===== config.mk =====
export PLATFORM = sky130hd
export DESIGN_NAME = in_conditioner
export DESIGN_NICKNAME = d
export VERILOG_FILES = /design/src/rtl/in_conditioner.sv
export SDC_FILE = /design/constraint.sdc
export NUM_CORES = 1
export LEC_CHECK = 0
export BUFFER_PORTS_ARGS = -buffer_cell sky130_fd_sc_hd__buf_2
export CORE_UTILIZATION = 45
export DETAILED_ROUTE_END_ITERATION = 10
export PLACE_DENSITY = 0.65
export SLEW_MARGIN = 20
export SYNTH_ARGS = -nofsm -noshare
export SYNTH_HDL_FRONTEND = slang
export SYNTH_SLANG_ARGS = --single-unit

===== constraint.sdc =====
create_clock -name clk -period 2 [get_ports clk]
set_clock_uncertainty 0.1 [all_clocks]
set_input_delay 0 -clock clk [delete_from_list [all_inputs] [get_ports clk]]
set_output_delay 0 -clock clk [all_outputs]
set_load 0.05 [all_outputs]

===== src/rtl/in_conditioner.sv =====
// ---------------------------------------------------------------------------
// in_conditioner
//
// Conditions an asynchronous raw input (push-button or line level) into a
// clean, debounced level suitable for driving a downstream counter's "in"
// input. raw_in is first brought into the clk domain through a flop chain.
// The synchronised sample then goes to a four-state qualification FSM. A
// level change is accepted only after DEBOUNCE_CYCLES consecutive stable
// samples. Changes that revert before that point are counted as glitches.
//
// Parameters
//   SYNC_STAGES      synchroniser depth (2..4)
//   DEBOUNCE_CYCLES  consecutive stable samples needed to accept a change
//   CNT_W            width of the qualification counter
//
// Ports
//   clk         single clock, all state updates on its rising edge
//   reset       asynchronous, active-low reset
//   raw_in      asynchronous raw input
//   enable      1 = qualify raw_in, 0 = hold the accepted level
//   glitch_clr  synchronous clear of glitch_cnt (wins over a glitch event)
//   in_out      registered debounced level
//   rise_pulse  registered one-cycle pulse on an accepted 0->1 change
//   fall_pulse  registered one-cycle pulse on an accepted 1->0 change
//   glitch_cnt  saturating count of rejected (too short) level changes
//   state       FSM state: 00 IDLE_LO, 01 QUAL_HI, 10 IDLE_HI, 11 QUAL_LO
// ---------------------------------------------------------------------------
module in_conditioner #(
    parameter int SYNC_STAGES     = 2,
    parameter int DEBOUNCE_CYCLES = 8,
    parameter int CNT_W           = 4
) (
    input  logic       clk,
    input  logic       reset,
    input  logic       raw_in,
    input  logic       enable,
    input  logic       glitch_clr,
    output logic       in_out,
    output logic       rise_pulse,
    output logic       fall_pulse,
    output logic [7:0] glitch_cnt,
    output logic [1:0] state
);

    typedef enum logic [1:0] {
        IDLE_LO = 2'b00,
        QUAL_HI = 2'b01,
        IDLE_HI = 2'b10,
        QUAL_LO = 2'b11
    } state_t;

    // The acceptance sample is the one where the counter already holds
    // DEBOUNCE_CYCLES-1. The entry sample from IDLE counts as the first.
    localparam logic [CNT_W-1:0] CNT_LAST = CNT_W'(DEBOUNCE_CYCLES - 1);
    localparam logic [7:0]       GLITCH_MAX = 8'hFF;

    logic [SYNC_STAGES-1:0] sync_q;
    logic                   s;

    state_t           state_q;
    state_t           state_next;
    logic [CNT_W-1:0] cnt_q;
    logic [CNT_W-1:0] cnt_next;

    logic       in_next;
    logic       rise_next;
    logic       fall_next;
    logic       glitch_event;
    logic [7:0] glitch_next;

    // Synchroniser chain. This chain is the only logic that sees raw_in.
    // It keeps shifting while enable is low, so its contents are current
    // when qualification resumes.
    always_ff @(posedge clk or negedge reset) begin
        if (!reset) begin
            sync_q <= '0;
        end else begin
            sync_q <= {sync_q[SYNC_STAGES-2:0], raw_in};
        end
    end

    assign s = sync_q[SYNC_STAGES-1];

    // State register. This block also registers every output, so in_out
    // and both pulses come straight from flops.
    always_ff @(posedge clk or negedge reset) begin
        if (!reset) begin
            state_q    <= IDLE_LO;
            cnt_q      <= '0;
            in_out     <= 1'b0;
            rise_pulse <= 1'b0;
            fall_pulse <= 1'b0;
            glitch_cnt <= '0;
        end else begin
            state_q    <= state_next;
            cnt_q      <= cnt_next;
            in_out     <= in_next;
            rise_pulse <= rise_next;
            fall_pulse <= fall_next;
            glitch_cnt <= glitch_next;
        end
    end

    // Next-state logic. The two qualification states are mirror images.
    // A qualify state returns to its idle state when the sample reverts
    // or when enable drops. An idle state holds while enable is low, so
    // qualification restarts from a zero count once enable returns.
    always_comb begin
        state_next = state_q;
        cnt_next   = cnt_q;
        case (state_q)
            IDLE_LO: begin
                if (enable && s) begin
                    state_next = QUAL_HI;
                    cnt_next   = CNT_W'(1);
                end else begin
                    cnt_next = '0;
                end
            end
            QUAL_HI: begin
                if (!enable || !s) begin
                    state_next = IDLE_LO;
                    cnt_next   = '0;
                end else if (cnt_q == CNT_LAST) begin
                    state_next = IDLE_HI;
                    cnt_next   = '0;
                end else begin
                    cnt_next = cnt_q + CNT_W'(1);
                end
            end
            IDLE_HI: begin
                if (enable && !s) begin
                    state_next = QUAL_LO;
                    cnt_next   = CNT_W'(1);
                end else begin
                    cnt_next = '0;
                end
            end
            QUAL_LO: begin
                if (!enable || s) begin
                    state_next = IDLE_HI;
                    cnt_next   = '0;
                end else if (cnt_q == CNT_LAST) begin
                    state_next = IDLE_LO;
                    cnt_next   = '0;
                end else begin
                    cnt_next = cnt_q + CNT_W'(1);
                end
            end
            default: begin
                state_next = IDLE_LO;
                cnt_next   = '0;
            end
        endcase
    end

    // Output logic. Acceptance drives the level and exactly one pulse.
    // A reversion while enabled is a glitch event. An abort caused by
    // enable dropping is silent.
    always_comb begin
        in_next      = in_out;
        rise_next    = 1'b0;
        fall_next    = 1'b0;
        glitch_event = 1'b0;
        case (state_q)
            QUAL_HI: begin
                if (enable && s && cnt_q == CNT_LAST) begin
                    in_next   = 1'b1;
                    rise_next = 1'b1;
                end else if (enable && !s) begin
                    glitch_event = 1'b1;
                end
            end
            QUAL_LO: begin
                if (enable && !s && cnt_q == CNT_LAST) begin
                    in_next   = 1'b0;
                    fall_next = 1'b1;
                end else if (enable && s) begin
                    glitch_event = 1'b1;
                end
            end
            default: begin
                in_next = in_out;
            end
        endcase

        // glitch_clr takes priority over a simultaneous glitch event.
        // The count saturates at 255 rather than wrapping.
        glitch_next = glitch_cnt;
        if (glitch_clr) begin
            glitch_next = '0;
        end else if (glitch_event && glitch_cnt != GLITCH_MAX) begin
            glitch_next = glitch_cnt + 8'd1;
        end
    end

    assign state = state_q;

endmodule

==> impl_metrics.ini <==
[worst_setup_path]
worstPathRequired_ps = 2120
worstSetupPathType = reg2reg
cp.depth = 5
crit_buf_inv = 0
slowest_delay_ps = 440
crit_path_start_kind = register
rrSetupSlack_ps = 250
reg2regPathDepth = 5
crit_fanout = 5
critPathTopFamily = simple AND/OR/NAND/NOR gates
reg2reg_from = glitch_cnt[0]
cp_cell_sequence = ha_1 > nand3_1 > o2111ai_2 > or3_1 > a21oi_1
cp-end-kind = register
crit_arrival_ps = 1870
crit_end = glitch_cnt[3]
crit_start = glitch_cnt[0]
slowest_stage = dfrtp_1
r2r-end = glitch_cnt[3]

[logic_synthesis]
ys_warn_count = 0
netlist_instances = 84
synth_edf_count = 0
yosysMostFrequentCell = dfrtp_1
synth_top_flop_cell = dfrtp_1
async_flop_share_pct = 100
netlist.top_cell.by_area = dfrtp_1
ys_top_cells_by_count = dfrtp_1 (19), nor2_1 (12), nand2_1 (6)
ys_ff_latch = 19
yosys.area.top_type_share_pct = 55.2
synth.distinct_cells = 24
seq_area_frac_synth_pct = 55.2
syn_avg_cell_area_sq_um = 10.3
synth_nets = 91
synthTopCellsByArea = dfrtp_1 (55%), nor2_1 (5.2%), mux2i_1 (3.5%)
syn_area_sq_um = 862

[run_status]
status = complete, no violations

[placement]
gp_congestion = 0.774
dp.cells = 125
pre_cts_slack_ps = 281
port_buffers = 17
dpl-instance-area_sq_um = 975
dp_hpwl_mm = 1.18

[cts]
cts.sinks = 19
cts_buffer_depth = 2
cts_max_level = 1
numCtsBuffers = 3
clkSlewWorstSetupHoldPaths_ps = 110
post_cts_buffers = 0
clock_latency_ps = 290
postCtsHoldBufs = 4
ctsRootBufferMaster = clkbuf_4
post_cts_resized = 0
cts_tree = done

[floorplan]
die_w_microns = 45.8
die_area_sq_um = 2090
die_h_microns = 45.8
io_pins = 18
core_area_sq_um = 1760
start_util_pct = 48.9
rows = 15

[timing]
relSlewSlack_pct = 71.9
fin_ws_ps = 252
hold_viol = 0
worst_pin_slew_ps = 418
rsz0062_at_grt = false
setup_viol = 0
setup_tns_ps = 0
fin_crit_sh_pct = 87.4
max_freq_mhz = 572
slew_viol_final = 0
period_minus_slack_ps = 1750

[worst_hold_path]
hp-class = in2async

[power_and_ir_drop]
p_comb_share_pct = 6.6
pwr-share-seq_pct = 63.0
ir_drop_mv = 0.386
p_switching_uw = 151
switching_share_pct = 24.0
clkPwrFrac_pct = 30.5
internal-power_uw = 478
p_leak_uw = 0.000488
p_per_area_nw_per_um2 = 603

[global_routing]
grt_first_pass_wirelength_mm = 2.67
antenna_found_initial = 0
grt_usage_pct = 18.2
grt_overflow = 0
grt_pass1_vias = 630
grt_max_degree = 20

[final_layout]
antenna_cells = 0
fin_cells = 133
nNetsFinal = 116
area_growth_pct = 20.9
fin_area_sq_um = 1040
drive_gt1_share_pct = 21.3

[routing]
wl_mm = 1.61
antenna_left = 0
via_per_inst = 5.04
vias = 670
drt_first_pass_iters = 4
drc = 0
dr.first_iter.drc_count = 4
drt-wirelength-per-cell_microns = 12.1

[job]
maxCapViolations = 0
## worst min path at each step
| stage | startpoint | endpoint | slack [ps] |
|---|---|---|---|
| final | reset | glitch_cnt[3] | 50 |
| after global routing | reset | glitch_cnt[3] | 90 |
| after CTS | reset | glitch_cnt[3] | 70 |
| after detailed placement | reset | glitch_cnt[3] | -140 |
| after global placement | reset | glitch_cnt[5] | -140 |
| after floorplan | reset | cnt_q[0] | -400 |
## cell type report
class | instances | area (sq um)
clock buffer | 3 | 22.5
timing repair buffer | 21 | 125
fill | 166 | 722
multi-input combinational | 61 | 372
sequential | 19 | 475
tap | 25 | 31.3
inverter | 3 | 11.3
clock inverter | 1 | 5.00
## per-layer routing
metal / track usage, % / part of all wire (%) / vias up / routed length (microns)
met4: 7.65 / 0.74 / 0 / 12
met3: 2.38 / 2.4 / 2 / 39
li1: - / - / 346 / -
met1: 24.7 / 47 / 314 / 766
met2: 29.4 / 49 / 8 / 794
met5: 0 / 0 / - / 0
## worst register-to-register path: cells and delay by family (launching register included)
kind / cells / cell delay (ps)
flip-flops: 1 / 440
AND/OR/NAND/NOR: 2 / 550
AO/OA/AOI/OAI: 2 / 340
adder cells (fa/ha/maj): 1 / 240
## power groups by stage
stage	combinational, uW	sequential, uW	clock (uW)
2_1_floorplan	12.9	409	0
3_3_place_gp	36.2	403	0
3_5_place_dp	36.4	403	0
4_1_cts	42.4	396	197
5_1_grt	46.5	397	209
6_report	41.2	396	192
## metrics by stage
stage	hold slack (ps)	util (%)	total power, uW
floorplan	-396	-	422
global placement	-142	55.2	439
detailed placement	-143	55.2	440
CTS	73.5	59.1	635
global route	91.3	59.1	652
finish	53.2	59.1	629
## registers in the layout, summed over array words and instances (netlist names)
signal / count
glitch_cnt: 8
cnt_q: 4
state: 2
sync_q: 2
fall_pulse: 1
in_out: 1
rise_pulse: 1
## cell families (layout without fill, tap and decap cells)
family	Yosys count	in the layout	share of synthesized area, %
compound gates	14	14	10.6
xor+xnor	4	4	4.94
fa+ha+maj	2	2	2.90
buf+inv	4	28	1.74
flops	19	19	55.2
mux	3	3	3.48
simple gates	38	38	21.2
## cell usage in the layout (no fill, tap or decap), drive strengths merged, types with 4 or more instances in the layout
cell type     n
buf          17
nor3          5
a21oi         5
dfrtp        19
dlygate4sd3   4
o21ai         5
nand2         6
nand3         5
nor2         12
No activity file was read; power rests on OpenSTA's default activity.
